$ cat src/rtl/fp_pack.sv
// fp_pack: iterative normalizer + round-to-nearest-even packer producing an IEEE-754 word.
// Sign/exponent/extended significand in, packed word and status flags out, one op in flight.
package fp_pack_pkg;
  localparam int unsigned SNAN      = 0;
  localparam int unsigned QNAN      = 1;
  localparam int unsigned INFINITY  = 2;
  localparam int unsigned ZERO      = 3;
  localparam int unsigned SUBNORMAL = 4;
  localparam int unsigned NORMAL    = 5;
  localparam int unsigned LAST_FLAG = 6;
endpackage

module fp_pack
  import fp_pack_pkg::*;
#(
  parameter int unsigned NEXP = 5,
  parameter int unsigned NSIG = 10
) (
  input  logic                   clk,
  input  logic                   rst_n,
  input  logic                   in_valid,
  output logic                   in_ready,
  input  logic                   in_sign,
  input  logic signed [NEXP+1:0] in_exp,
  input  logic [NSIG+3:0]        in_sig,
  input  logic                   in_sticky,
  input  logic [LAST_FLAG-1:0]   in_flags,
  output logic                   out_valid,
  input  logic                   out_ready,
  output logic [NEXP+NSIG:0]     f,
  output logic                   out_inexact,
  output logic                   out_overflow,
  output logic                   out_underflow
);

  localparam int unsigned SW   = NSIG + 4;
  localparam int unsigned EW   = NEXP + 3;
  localparam int unsigned CW   = $clog2(SW);
  localparam int          BIAS = (1 << (NEXP - 1)) - 1;

  localparam logic signed [EW-1:0] EMIN_E = EW'(1 - BIAS);
  localparam logic signed [EW-1:0] EMAX_E = EW'(BIAS);
  localparam logic signed [EW-1:0] BIAS_E = EW'(BIAS);
  localparam logic signed [EW-1:0] ONE_E  = EW'(1);
  localparam logic [CW-1:0]        CAP    = CW'(SW - 1);

  typedef enum logic [2:0] {S_IDLE, S_NORM, S_DENORM, S_ROUND, S_DONE} state_t;

  state_t                 state;
  logic                   sign_q;
  logic                   sticky_q;
  logic signed [EW-1:0]   exp_q;
  logic [SW-1:0]          sig_q;
  logic [CW-1:0]          cnt_q;

  logic                   guard, rbit, inc, carry, int_bit, inexact_r, ovf_r, tiny;
  logic [NSIG+1:0]        mant_r;
  logic [NSIG-1:0]        frac_r;
  logic signed [EW-1:0]   exp_r;
  logic [NEXP-1:0]        field_r;
  logic                   special;
  logic [NEXP+NSIG:0]     special_f;
  logic                   unused_flags;

  // RNE on the held significand; a carry out of the integer bit bumps the exponent.
  assign guard     = sig_q[1];
  assign rbit      = sig_q[0];
  assign inc       = guard & (rbit | sticky_q | sig_q[2]);
  assign mant_r    = {1'b0, sig_q[NSIG+2:2]} + (NSIG+2)'(inc);
  assign carry     = mant_r[NSIG+1];
  assign int_bit   = carry | mant_r[NSIG];
  assign frac_r    = carry ? mant_r[NSIG:1] : mant_r[NSIG-1:0];
  assign exp_r     = carry ? exp_q + ONE_E : exp_q;
  assign field_r   = int_bit ? NEXP'(exp_r + BIAS_E) : '0;
  assign inexact_r = guard | rbit | sticky_q;
  assign ovf_r     = int_bit & (exp_r > EMAX_E);
  assign tiny      = ~sig_q[NSIG+2];

  assign special      = in_flags[SNAN] | in_flags[QNAN] | in_flags[INFINITY] | in_flags[ZERO];
  assign unused_flags = ^in_flags;

  // NaN wins over infinity, infinity over zero.
  always_comb begin
    special_f = {in_sign, {(NEXP+NSIG){1'b0}}};
    if (in_flags[SNAN] | in_flags[QNAN])
      special_f = {in_sign, {NEXP{1'b1}}, 1'b1, {(NSIG-1){1'b0}}};
    else if (in_flags[INFINITY])
      special_f = {in_sign, {NEXP{1'b1}}, {NSIG{1'b0}}};
  end

  always_ff @(posedge clk or negedge rst_n) begin
    if (!rst_n) begin
      state         <= S_IDLE;
      in_ready      <= 1'b1;
      out_valid     <= 1'b0;
      f             <= '0;
      out_inexact   <= 1'b0;
      out_overflow  <= 1'b0;
      out_underflow <= 1'b0;
      sign_q        <= 1'b0;
      sticky_q      <= 1'b0;
      exp_q         <= '0;
      sig_q         <= '0;
      cnt_q         <= '0;
    end else begin
      case (state)
        S_IDLE: if (in_valid) begin
          in_ready <= 1'b0;
          sign_q   <= in_sign;
          exp_q    <= EW'(in_exp);
          sig_q    <= in_sig;
          sticky_q <= in_sticky;
          cnt_q    <= '0;
          if (special) begin
            f             <= special_f;
            out_inexact   <= 1'b0;
            out_overflow  <= 1'b0;
            out_underflow <= 1'b0;
            out_valid     <= 1'b1;
            state         <= S_DONE;
          end else begin
            state <= S_NORM;
          end
        end
        S_NORM: begin
          if (sig_q[SW-1]) begin
            sig_q    <= {1'b0, sig_q[SW-1:1]};
            sticky_q <= sticky_q | sig_q[0];
            exp_q    <= exp_q + ONE_E;
          end else if (sig_q == '0) begin
            state <= S_ROUND;
          end else if (!sig_q[SW-2] && (exp_q > EMIN_E)) begin
            sig_q <= {sig_q[SW-2:0], 1'b0};
            exp_q <= exp_q - ONE_E;
          end else begin
            state <= S_DENORM;
          end
        end
        // Right-shift into the subnormal range; past the cap everything is already sticky.
        S_DENORM: begin
          if (exp_q < EMIN_E) begin
            if (cnt_q < CAP) begin
              sig_q    <= {1'b0, sig_q[SW-1:1]};
              sticky_q <= sticky_q | sig_q[0];
              exp_q    <= exp_q + ONE_E;
              cnt_q    <= cnt_q + CW'(1);
            end else begin
              sig_q    <= '0;
              sticky_q <= sticky_q | (|sig_q);
              exp_q    <= EMIN_E;
              state    <= S_ROUND;
            end
          end else begin
            state <= S_ROUND;
          end
        end
        S_ROUND: begin
          if (ovf_r) begin
            f             <= {sign_q, {NEXP{1'b1}}, {NSIG{1'b0}}};
            out_inexact   <= 1'b1;
            out_overflow  <= 1'b1;
            out_underflow <= 1'b0;
          end else begin
            f             <= {sign_q, field_r, frac_r};
            out_inexact   <= inexact_r;
            out_overflow  <= 1'b0;
            out_underflow <= tiny & inexact_r;
          end
          out_valid <= 1'b1;
          state     <= S_DONE;
        end
        S_DONE: if (out_ready) begin
          out_valid <= 1'b0;
          in_ready  <= 1'b1;
          state     <= S_IDLE;
        end
        default: state <= S_IDLE;
      endcase
    end
  end

endmodule

$ cat config.mk
export PLATFORM = sky130hd
export DESIGN_NAME = fp_pack
export DESIGN_NICKNAME = d
export VERILOG_FILES = /design/src/rtl/fp_pack.sv
export SDC_FILE = /design/constraint.sdc
export NUM_CORES = 1
export LEC_CHECK = 0
export CAP_MARGIN = 20
export CORE_ASPECT_RATIO = 1.5
export CORE_MARGIN = 2
export CORE_UTILIZATION = 45
export DETAILED_ROUTE_END_ITERATION = 7
export PLACE_DENSITY_LB_ADDON = 0.25
export SLEW_MARGIN = 20
export SYNTH_ARGS = -nofsm -noshare
export SYNTH_HDL_FRONTEND = slang
export SYNTH_SLANG_ARGS = --single-unit
$ cat constraint.sdc
create_clock -name clk -period 2.45 [get_ports clk]
set_input_delay 0.3675 -clock clk [delete_from_list [all_inputs] [get_ports clk]]
set_output_delay 0.3675 -clock clk [all_outputs]
set_load 0.02 [all_outputs]
==> results of run 1 <==
[per-layer routing]
layer,vias to the layer above,share of wire (%),global-route usage (%)
met3,32,4.3,3.48
li1,1694,-,-
met5,-,0,0
met4,0,4.2,13.3
met1,1784,37,29.0
met2,141,54,50.2
[area by class of cell]
type	instances	area, um^2
Clock buffer	7	143
Multi-Input combinational cell	310	2040
Fill cell	735	3090
Tap cell	102	128
Inverter	30	113
Sequential cell	52	1300
Clock inverter	1	7.51
Timing Repair Buffer	101	881
[synth_stat cells, types with 6 or more instances]
library cell / n
mux2i_1: 17
a21oi_1: 25
nor2_1: 30
nor3_1: 17
nand2_1: 40
o21ai_0: 31
nand3_1: 14
buf_2: 9
ha_1: 8
o31ai_1: 6
clkbuf_1: 11
dfrtp_1: 51
a222oi_1: 12
inv_1: 30
o22ai_1: 6
xnor2_1: 15
[sequential cells by signal (all words and copies together), names as in the netlist]
name / count
out_overflow: 1
sticky_q: 1
out_underflow: 1
state: 3
out_valid: 1
exp_q: 8
out_inexact: 1
f: 16
sig_q: 14
sign_q: 1
in_ready: 1
cnt_q: 4
[how the worst max path moves through the flow]
stage          startpoint  endpoint  cells after the start
2_1_floorplan   sig_q[12]     f[12]                     12
6_report         sig_q[2]      f[1]                      9
3_5_place_dp     in_valid      f[9]                      6
4_1_cts          sig_q[2]      f[1]                      9
3_3_place_gp     in_valid      f[9]                      6
5_1_grt          sig_q[2]      f[1]                      9
[stage by stage]
stage	cells	power [mW]	setup slack (ps)
global route	603	6.32	-10.3
finish	603	5.90	164
floorplan	418	3.79	268
global placement	595	5.05	100
CTS	603	5.86	128
detailed placement	595	5.11	47.1
[kinds of logic (layout without fill, tap and decap cells)]
group                      count (synthesis)  in the layout
and+or+nand+nor                          143            143
adders and majority gates                  8              8
xor gates and xnor gates                  16             16
DFF                                       52             52
buffers and inverters                     56            139
muxes                                     19             19
AOI/OAI and AO/OA                        124            124
[power by group through the flow]
stage | logic [mW] | clock network (mW) | registers (mW)
6_report | 3.56 | 0.738 | 1.60
4_1_cts | 3.52 | 0.751 | 1.59
3_3_place_gp | 3.46 | 0 | 1.59
2_1_floorplan | 2.27 | 0 | 1.52
5_1_grt | 3.89 | 0.782 | 1.64
3_5_place_dp | 3.51 | 0 | 1.60
[repair_timing]
item	CTS	global route
gates resized for setup	0	3
hold endpoints to repair	0	0
endpoints found under the setup margin	0	6
==> results.toml, run 1 <==
[outcome]
status = "completed"

[sta]
hold_viol_final = 0
relSlewSlack_pct = 50.5
max_freq_ghz = 0.437
period_needed_ps = 2290
finalMaxSlewViolations = 0
worst_slew_pin_slew_ps = 743
post-route-period-util_pct = 93.3
setup_viol = 0
fin_hold_ws_ps = 129
tns_ps = 0
finalClockSkew_ps = 6.53

[yosys]
synthFlopType = "dfrtp_1"
synth_seq_cells = 52
synth-simple-area-share_pct = 20.9
synth-xor-area-share_pct = 3.90
synth_fa_ha_area_share_pct = 2.78
synth_edf_count = 0
async_flop_share_pct = 100
avgSynthCellArea_um2 = 8.60
syn_nets = 459
synthesis.area_um2 = 3600
synth.top_cell.area_share_pct = 35.5
synthMuxAreaShare_pct = 5.36
ys_types = 65
synth_area_leaders = "dfrtp_1 (35%), mux2i_1 (4.7%), o21ai_0 (4.3%), nand2_1 (4.2%), xnor2_1 (3.7%)"
synth_seq_area_share_pct = 36.2
synthCells = 418
yosysTopAreaCell = "dfrtp_1"
yosys_warnings = 0
synth_top_family_by_area = "compound AO/OA/AOI/OAI gates"
synth_compound_area_share_pct = 23.8

[critical_path]
worst_ep_required_time_ps = 2630
cpLargestDelayFamily = "compound AO/OA/AOI/OAI gates"
critPathKind = "flop to flop"
r2r-start = "sig_q[2]"
ff2ff_setup_slack_ps = 160
ff2ff_path_depth = 9
path_buf_inv = 1
worstSetupEndpointType = "flop"
crit_path_start_kind = "flop"
cp_slowest_cell = "dfrtp_2"
worstPathCellList = "inv_1, nor2_1, ha_1, nand2_1, o31a_1, a2111oi_1, o22ai_1, a21oi_1, o21ai_0"
crit-reg2reg-capture = "f[1]"
slowest_delay_ps = 450
arrival_ps = 2460
worstPathMaxFanout = 7

[cts]
cts_hold_buf = 0
postCtsSetupBuffers = 0
root_buffer = "clkbuf_16"
cts_buffers = 5
clk_transition_reported_paths_ps = 70
tritoncts = "done"
htreeDepth = 2
insertion_delay_ps = 300
clock_sinks = 52
clk_path_buf_depth = 2

[floorplanning]
die-height_um = 113
num_rows = 39
ios = 54
initial_utilization_pct = 46.6
die_x_um = 77.0
die_area_um2 = 8740
core_area_um2 = 7710

[drt]
ant_nets = 0
vias = 3651
drt_first_pass_iters = 6
wl_per_cell_um = 18.5
drtIter0Drc = 307
vias_per_cell = 6.05
drc = 0
wirelength_mm = 11.1

[placement]
hpwl_mm = 8.64
placed_cell_area_um2 = 4460
gp_congestion = 1.02
portBuffers = 51

[cells_and_area]
fin_nets = 541
fin_area_um2 = 4620
syn2layout_area_growth_pct = 28.4
drive_gt1_share_pct = 16.2
diodes = 0
final_cell_mix = "dfrtp_1 (50), clkdlybuf4s50_1 (50), buf_4 (50)"
utilization_pct = 59.9

[global_route]
grt_max_degree = 31
grt_pass1_vias = 3714
grt_use_total_pct = 26.6
grt-ovfl-total = 0
grt_pass1_wl_mm = 18.5
antenna_found_initial = 0

[power_and_ir_drop]
power.switching_mw = 2.74
switching_share_pct = 46.5
seqPwrFrac_pct = 27.2
p_leak_nw = 1.99
clockPowerShare_pct = 12.5
p_per_area_nw_per_um2 = 1280
combPwrFrac_pct = 60.3
ir_drop_uv = 741
intPower_mw = 3.15

[job]
drv_cap = 0

[hold_path]
min_path_type = "input pin to async pin"
No activity file was read; power rests on OpenSTA's default activity.
==> inputs of run 2 (changes only) <==
Settings changed: CTS_BUF_LIST from default to sky130_fd_sc_hd__clkbuf_8, SKIP_CTS_REPAIR_TIMING from default to 1.
Clock period 2.45 ns to 2.66 ns, I/O delays scaled along.
==> results.toml, run 2 (synthesis results as in run 1) <==
[cells_and_area]
instances_no_fill = 584
top_register = "f"
fin_area_um2 = 4420
final_cell_mix = "dfrtp_1 (51), clkdlybuf4s50_1 (50), nand2_1 (40)"
utilization_pct = 57.3
register_area_um2 = 1300
final_common_cell = "dfrtp_1"
fin_nets = 522
fill_cells = 772
multiInputGateArea_um2 = 2040
largest_reg_flops = 16
diodes = 0
syn2layout_area_growth_pct = 22.9
top_regs = "f x16, sig_q x14, exp_q x8"
drive_gt1_share_pct = 12.7

[sta]
hold_viol_final = 0
fin_hold_ws_ps = 158
worst_slew_pin_slew_ps = 796
grt_setup_unrepaired = "false"
post-route-period-util_pct = 90.6
tns_ps = 0
finalMaxSlewViolations = 0
final.setup.worst_slack_ps = 249
finalClockSkew_ps = 4.22
max_freq_ghz = 0.415
period_needed_ps = 2410
relSlewSlack_pct = 46.9
setup_viol = 0

[critical_path]
r2r-start = "sig_q[2]"
worst_ep_required_time_ps = 2900
slowest_delay_ps = 520
crit-reg2reg-capture = "f[12]"
crit_start = "sig_q[2]"
ff2ff_path_depth = 10
arrival_ps = 2650
worstPathMaxFanout = 7
worstPathCellList = "nand4_1, nor3_4, buf_4, xnor2_1, inv_1, ha_1, xor2_1, xnor2_1, a21oi_1, o21ai_0"
ff2ff_setup_slack_ps = 250
worstSetupEndpointType = "flop"
cp-endpoint = "f[12]"
crit_top_cell = "xnor2_1"
cp_slowest_cell = "dfrtp_1"
critPathKind = "flop to flop"
crit_path_start_kind = "flop"

[drt]
drtIter0Drc = 289
ant_nets = 0
wirelength_mm = 10.7
vias_per_cell = 6.01
vias = 3509
wl_per_cell_um = 18.3
drc = 0
drt_first_pass_iters = 6

[global_route]
grt_use_total_pct = 25.7
antenna_found_initial = 0
grt_pass1_vias = 3714
grt-ovfl-total = 0
grt_pass1_wl_mm = 17.9
grt_max_degree = 34

[floorplanning]
ios = 54
initial_utilization_pct = 46.6
die_x_um = 77.0
die_area_um2 = 8740
num_rows = 39
die-height_um = 113
core_area_um2 = 7710

[power_and_ir_drop]
p_per_area_nw_per_um2 = 1140
p_leak_nw = 1.89
finalPower_mw = 5.04
ir_drop_uv = 588

[placement]
place_inst = 573
placed_cell_area_um2 = 4300
hpwl_mm = 8.21
gp_congestion = 0.921
place_ws_ps = 238
portBuffers = 51

[cts]
clk_path_buf_depth = 2
root_buffer = "clkbuf_8"
tritoncts = "done"
clock_sinks = 52
clk_transition_reported_paths_ps = 100
htreeDepth = 2
insertion_delay_ps = 320
cts_buffers = 5

[hold_path]
min_path_type = "input pin to async pin"

[job]
drv_cap = 0

[outcome]
status = "completed"
run 2: report_power, final:
part           switching, mW  internal (mW)
registers              0.410           1.09
clock network          0.289          0.214
logic                   1.75           1.28
total                   2.45           2.59
run 2: worst min-delay path by stage:
stage	startpoint	to	slack (ps)	depth (start not counted)
floorplan	rst_n	cnt_q[0]	100	0
global placement	sign_q	sign_q	460	2
detailed placement	sign_q	sign_q	470	2
CTS	rst_n	sticky_q	190	1
global route	rst_n	sig_q[9]	210	1
finish	rst_n	exp_q[7]	160	1
run 2: area by class of cell:
type | count | share of cell area (%)
multi-input combinational | 310 | 46.2
clock inverter | 2 | 0.311
timing repair buffer | 82 | 16.7
clock buffer | 6 | 1.87
sequential | 52 | 29.5
inverter | 30 | 2.55
tap | 102 | 2.89
run 2: layer usage:
layer,vias up,GRT usage (%),wire length [um]
met5,-,0,0
met4,0,13.9,451
met3,32,3.72,482
met2,140,48.1,5750
met1,1687,27.7,4030
li1,1650,-,-
run 2: critical path: cells and delay by family, from the launching register on:
kind | cells | cell delay (ps)
compound gates | 2 | 200
xor+xnor | 3 | 480
fa+ha+maj | 1 | 210
buf+inv | 2 | 280
flops | 1 | 520
simple gates | 2 | 630
